--- src/rtl/lz_norm_pipe_pkg.sv ---
// Shared fp helpers: width arithmetic and count-encoding constants used by the
// leading-zero counter and the normalise pipeline.
package lz_norm_pipe_pkg;

    // Count bias applied on top of the raw leading-zero count.
    localparam int unsigned CNT_BIAS_LZ       = 0;
    localparam int unsigned CNT_BIAS_PLUS_ONE = 1;

    function automatic int unsigned clog2(input int unsigned value);
        int unsigned r;
        r = 0;
        while ((32'd1 << r) < value) begin
            r = r + 1;
        end
        return r;
    endfunction

    // Raw count spans 0..width, so it needs width+1 codes.
    function automatic int unsigned lz_width(input int unsigned width);
        return clog2(width + 1);
    endfunction

    // Output count spans 0..width+1 to cover the plus-one encoding.
    function automatic int unsigned cnt_width(input int unsigned width);
        return clog2(width + 2);
    endfunction

    function automatic int unsigned cnt_bias(input bit plus_one);
        return plus_one ? CNT_BIAS_PLUS_ONE : CNT_BIAS_LZ;
    endfunction

endpackage

--- src/rtl/lzc_tree.sv ---
// Recursive leading-zero counter: splits the operand into upper/lower halves and
// combines the half counts, so any width (not just powers of two) is handled.
module lzc_tree
    import lz_norm_pipe_pkg::*;
#(
    parameter int unsigned WIDTH = 48,
    localparam int unsigned CW = lz_width(WIDTH)
) (
    input  logic [WIDTH-1:0] in_bits,
    output logic [CW-1:0]    cnt,
    output logic             zero
);

    if (WIDTH == 1) begin : g_leaf
        assign cnt  = CW'(~in_bits[0]);
        assign zero = ~in_bits[0];
    end else begin : g_node
        localparam int unsigned HW = WIDTH - WIDTH / 2;
        localparam int unsigned LW = WIDTH / 2;

        logic [lz_width(HW)-1:0] hi_cnt;
        logic [lz_width(LW)-1:0] lo_cnt;
        logic                    hi_zero;
        logic                    lo_zero;

        lzc_tree #(.WIDTH(HW)) u_hi (
            .in_bits(in_bits[WIDTH-1 -: HW]),
            .cnt    (hi_cnt),
            .zero   (hi_zero)
        );

        lzc_tree #(.WIDTH(LW)) u_lo (
            .in_bits(in_bits[LW-1:0]),
            .cnt    (lo_cnt),
            .zero   (lo_zero)
        );

        // Only look at the lower half once the upper half is entirely zero.
        assign cnt  = hi_zero ? CW'(HW) + CW'(lo_cnt) : CW'(hi_cnt);
        assign zero = hi_zero & lo_zero;
    end

endmodule

--- src/rtl/lz_norm_pipe.sv ---
// Two-stage leading-zero count and normalise pipeline with valid/ready flow
// control: S1 counts, S2 shifts the operand so its MSB is set.
module lz_norm_pipe
    import lz_norm_pipe_pkg::*;
#(
    parameter int unsigned WIDTH    = 48,
    parameter int unsigned TAG_W    = 8,
    parameter bit          PLUS_ONE = 1'b1,
    localparam int unsigned CNT_W   = cnt_width(WIDTH)
) (
    input  logic             clk,
    input  logic             rst,
    input  logic             in_valid,
    output logic             in_ready,
    input  logic [WIDTH-1:0] in_q,
    input  logic [TAG_W-1:0] in_tag,
    output logic             out_valid,
    input  logic             out_ready,
    output logic [CNT_W-1:0] out_cnt,
    output logic [WIDTH-1:0] out_norm,
    output logic             out_zero,
    output logic [TAG_W-1:0] out_tag
);

    localparam int unsigned LZ_W = lz_width(WIDTH);

    logic [LZ_W-1:0]  lz_cnt;
    logic             lz_zero;

    logic             s1_valid_q;
    logic [LZ_W-1:0]  s1_lz_q;
    logic             s1_zero_q;
    logic [WIDTH-1:0] s1_op_q;
    logic [TAG_W-1:0] s1_tag_q;

    logic             s2_valid_q;
    logic [CNT_W-1:0] s2_cnt_q;
    logic [WIDTH-1:0] s2_norm_q;
    logic             s2_zero_q;
    logic [TAG_W-1:0] s2_tag_q;

    logic             s2_free;
    logic [WIDTH-1:0] shifted;

    lzc_tree #(.WIDTH(WIDTH)) u_lzc (
        .in_bits(in_q),
        .cnt    (lz_cnt),
        .zero   (lz_zero)
    );

    // S2 can take a new entry when empty or when its result leaves this cycle.
    assign s2_free  = !s2_valid_q || out_ready;
    assign in_ready = !s1_valid_q || s2_free;

    always_ff @(posedge clk or posedge rst) begin
        if (rst) begin
            s1_valid_q <= 1'b0;
            s1_lz_q    <= '0;
            s1_zero_q  <= 1'b0;
            s1_op_q    <= '0;
            s1_tag_q   <= '0;
        end else if (in_ready) begin
            s1_valid_q <= in_valid;
            if (in_valid) begin
                s1_lz_q   <= lz_cnt;
                s1_zero_q <= lz_zero;
                s1_op_q   <= in_q;
                s1_tag_q  <= in_tag;
            end
        end
    end

    // Log2-staged barrel shift; a zero operand has lz=WIDTH and shifts out fully.
    always_comb begin
        shifted = s1_op_q;
        for (int k = 0; k < int'(LZ_W); k++) begin
            if (s1_lz_q[k]) begin
                shifted = shifted << (32'd1 << k);
            end
        end
    end

    always_ff @(posedge clk or posedge rst) begin
        if (rst) begin
            s2_valid_q <= 1'b0;
            s2_cnt_q   <= '0;
            s2_norm_q  <= '0;
            s2_zero_q  <= 1'b0;
            s2_tag_q   <= '0;
        end else if (s2_free) begin
            s2_valid_q <= s1_valid_q;
            if (s1_valid_q) begin
                s2_cnt_q  <= CNT_W'(s1_lz_q) + CNT_W'(cnt_bias(PLUS_ONE));
                s2_norm_q <= shifted;
                s2_zero_q <= s1_zero_q;
                s2_tag_q  <= s1_tag_q;
            end
        end
    end

    assign out_valid = s2_valid_q;
    assign out_cnt   = s2_cnt_q;
    assign out_norm  = s2_norm_q;
    assign out_zero  = s2_zero_q;
    assign out_tag   = s2_tag_q;

endmodule

--- config.mk ---
export PLATFORM = sky130hd
export DESIGN_NAME = lz_norm_pipe
export DESIGN_NICKNAME = d
export VERILOG_FILES = /design/src/rtl/lz_norm_pipe_pkg.sv /design/src/rtl/lzc_tree.sv /design/src/rtl/lz_norm_pipe.sv
export SDC_FILE = /design/constraint.sdc
export NUM_CORES = 1
export LEC_CHECK = 0
export ABC_AREA = 1
export CORE_MARGIN = 4
export CORE_UTILIZATION = 31
export CTS_CLUSTER_DIAMETER = 100
export DETAILED_ROUTE_END_ITERATION = 10
export PLACE_DENSITY_LB_ADDON = 0.2
export SETUP_SLACK_MARGIN = 0.4
export SLEW_MARGIN = 10
export SYNTH_ARGS = -nofsm -noshare
export SYNTH_HDL_FRONTEND = slang
export SYNTH_SLANG_ARGS = --single-unit
--- constraint.sdc ---
create_clock -name clk -period 4.6 [get_ports clk]
set_input_delay 0.46 -clock clk [delete_from_list [all_inputs] [get_ports clk]]
set_output_delay 0.46 -clock clk [all_outputs]
set_load 0.01 [all_outputs]
==> summary.txt <==
Synthesis
  – Post-Synth Simple-Gate Area: 0.398
  – Share of synthesized area spent on multiplexers: 0
  – Cell taking the most area after synthesis: dfrtp_1
  – Main combinational cell family by area after synthesis: simple AND/OR/NAND/NOR gates
  – Synth Area in Adders: 0.0123
  – Main synth FF type: dfrtp_1
  – Post-synth cell types: 34
  – Post-synth EDFFs: 0
  – Syn. warnings: 0
  – Count leader, synth: nand2_1
  – Share of the synthesized area in the top cell type: 0.392
  – Synthesized instance count: 1,242
  – Netlist Area Pre-Place: about 8200 um2
  – FFs w/ async S/R, synth: 1.00
  – XOR/XNOR Fraction of Synth Area: 0.00322
  – Register area share after synthesis: 0.392
  – Synth Area in Compound Gates: 0.115
  – Synth Register Bits: approximately 130
  – Synth Area per Inst: ~6.6 um2
  – Post-Syn Nets: 1,310
  – Commonest cells in the synthesized netlist: nand2_1 (434), nand3_1 (259), dfrtp_1 (128), o21ai_0 (97), inv_1 (83)
  – Top area cells in the synthesized netlist: dfrtp_1 (39%), nand2_1 (20%), nand3_1 (16%)

GRT
  – Number of global-route vias before repair: a little under 8,000
  – Overall Global Routing Usage: 0.186
  – Remaining Overflow, GRT: 0
  – Initial antenna violation count: 0
  – Largest net degree at the start of global routing: 74
  – First-pass GRT wire length: 43.1 mm

Floorplan
  – Starting Density: 0.314
  – Core area: ~26,000 um2
  – Die footprint: roughly 29,000 um2
  – Die Wd: about 170 um
  – Row count: 59
  – IO Pins: roughly 130
  – Chip height: between 150 and 200 um

Setup path
  – Required time worst endpoint: between 4000 and 5000 ps
  – Setup crit start kind: flop
  – Critical path peak fanout: 51
  – Setup CP Type: reg -> reg
  – Worst EP arrival: 2870 ps
  – CP endpoint kind: flop

Clock tree
  – Clk_lat worst skew: roughly 420 ps
  – CTS Buf Count: 17
  – CTS max path bufs: 2
  – Clock sinks: 128
  – Post-CTS setup repair buffer count: 0
  – Reg clk slew, reported paths: ~60 ps
  – CTS H-Tree Depth: 4
  – CTS tree: done
  – Root buffer cell: clkbuf_16
  – Hold Buf Count CTS: 0
  – Post-CTS resize count: 0

Power
  – Int Pwr: ~3.0 mW
  – Peak VDD IR: 0.000294 V
  – Switch share: 0.366
  – P per Cell Area: approximately 460 nW/um2
  – Logic gate share of total power: 0.374
  – Clock share of power: 0.289
  – Switching power total: between 1.5 and 2 mW
  – Lkg Pwr: about 4.9 nW
  – Sequential power share: 0.337

Timing
  – Unrepaired setup endpoints after global routing: false
  – Measured slew at the worst slew-check pin: 909 ps
  – Pins over their slew limit: 0
  – Fin crit share: 0.557
  – Clk_skew: 6.22 ps
  – Max_slew headroom: 0.393
  – Final setup viols: 0
  – Total negative slack: 0 ps
  – Final Hold Fails: 0
  – Tmin final: between 2000 and 3000 ps
  – Max Clk Rate: 390 MHz

Min path
  – HP Class: reg -> reg

Drt
  – Final ANT Viol Nets: 0
  – DR vias/cell: approximately 5.1
  – Via count: about 8,400
  – Total wire length: around 27 mm
  – Initial DRC Count: roughly 700
  – DRC Markers: 0
  – First-pass DRT Iterations: 7
  – Routed WL per cell: about 16 um

Finish
  – Nets: around 1,400
  – N_diodes: 0
  – Finished Cell Area: between 10,000 and 15,000 um2
  – Area Growth Syn to Fin: 25.3%
  – Share of cells above drive strength 1: 0.0501

Placed design
  – Routability cong.: 0.897
  – PortBufs: around 120
  – Placement Cell Area: 9630 um2
  – Final HPWL DP: 19.5 mm

Outcome
  – Status: completed

Job
  – Max-Cap Viols: 0
## flip-flops by register name, indices dropped and copies added, names as in the netlist
register	count
out_valid	1
s1_valid_q	1
out_norm	48
out_cnt	6
s1_op_q	48
out_zero	1
out_tag	8
s1_zero_q	1
s1_tag_q	8
s1_lz_q	6
## path summary, 6_finish.rpt
path / startpoint / to / slack [ps] / cells after the start
setup / recovery: s1_lz_q[1] / out_norm[43] / 2040 / 9
setup reg to reg: s1_lz_q[1] / out_norm[43] / 2040 / 9
max in group asynchronous: rst / s1_op_q[31] / 3200 / 3
hold reg to reg: out_norm[4] / out_norm[4] / 480 / 2
hold / removal: out_norm[4] / out_norm[4] / 480 / 2
min in group asynchronous: rst / out_tag[2] / 560 / 2
## worst max-delay path: stages (launching register included)
cell,delay (ps)
dfrtp_1,360
buf_4,290
inv_2,720
nand3_1,220
nand3_1,120
nand2_1,100
o21ai_1,340
nand2_1,90
nand3_1,110
nand3_1,70
## cells in the final DEF (no fill, tap or decap), drive strengths merged
| master | n |
|---|---|
| nand2 | 435 |
| nand3 | 259 |
| dfrtp | 128 |
| o21ai | 128 |
| clkdlybuf4s50 | 124 |
| inv | 87 |
| nor2 | 42 |
| a21oi | 35 |
| clkbuf | 23 |
| or2 | 17 |
| buf | 13 |
| ha | 8 |
| nor3 | 6 |
| clkinv | 5 |
| a22o | 4 |
| a22oi | 3 |
| clkinvlp | 3 |
| o211ai | 2 |
| nand4 | 2 |
| o21a | 2 |
| xnor2 | 2 |
| bufinv | 2 |
| a21o | 1 |
| xor2 | 1 |
| a211oi | 1 |
| a32oi | 1 |
| nor4 | 1 |
| o31ai | 1 |
## power groups by stage
stage	Clock, mW	Combinational (mW)	Sequential (mW)
after global placement	0	1.76	1.61
after CTS	1.39	1.78	1.60
after global routing	1.44	1.98	1.64
after floorplan	0	0.911	1.66
after detailed placement	0	1.78	1.62
final	1.37	1.77	1.60
## logic make-up (layout without fill, tap and decap cells)
logic type	after synthesis	in the layout
simple gates	762	762
xor+xnor	3	3
compound gates	178	178
buf+inv	163	257
fa+ha+maj	8	8
flops	128	128
## metal layers
metal	up-vias	wire, um	GRT usage
met5	-	0	0
met4	0	620	0.0566
met3	34	1530	0.0367
met2	233	11700	0.276
met1	3931	12900	0.273
li1	4242	-	-
## cell type report
class	instances	area [um2]
well taps	335	419
flip-flops and latches	128	3200
clock buffers	23	488
fillers	2858	15800
repair buffers	137	1350
multi-input cells	951	4320
clock inverters	8	105
inverters	89	337
## through the flow
step	utilization	instances	setup WS, ps	total power, mW	hold WS [ps]
after floorplan	-	1242	727	2.57	442
after global placement	0.371	1640	1890	3.37	464
after detailed placement	0.371	1640	1830	3.39	472
after CTS	0.393	1671	2080	4.77	485
after global routing	0.393	1671	1790	5.06	496
final	0.393	1671	2040	4.74	485
No activity file was read; power rests on OpenSTA's default activity.
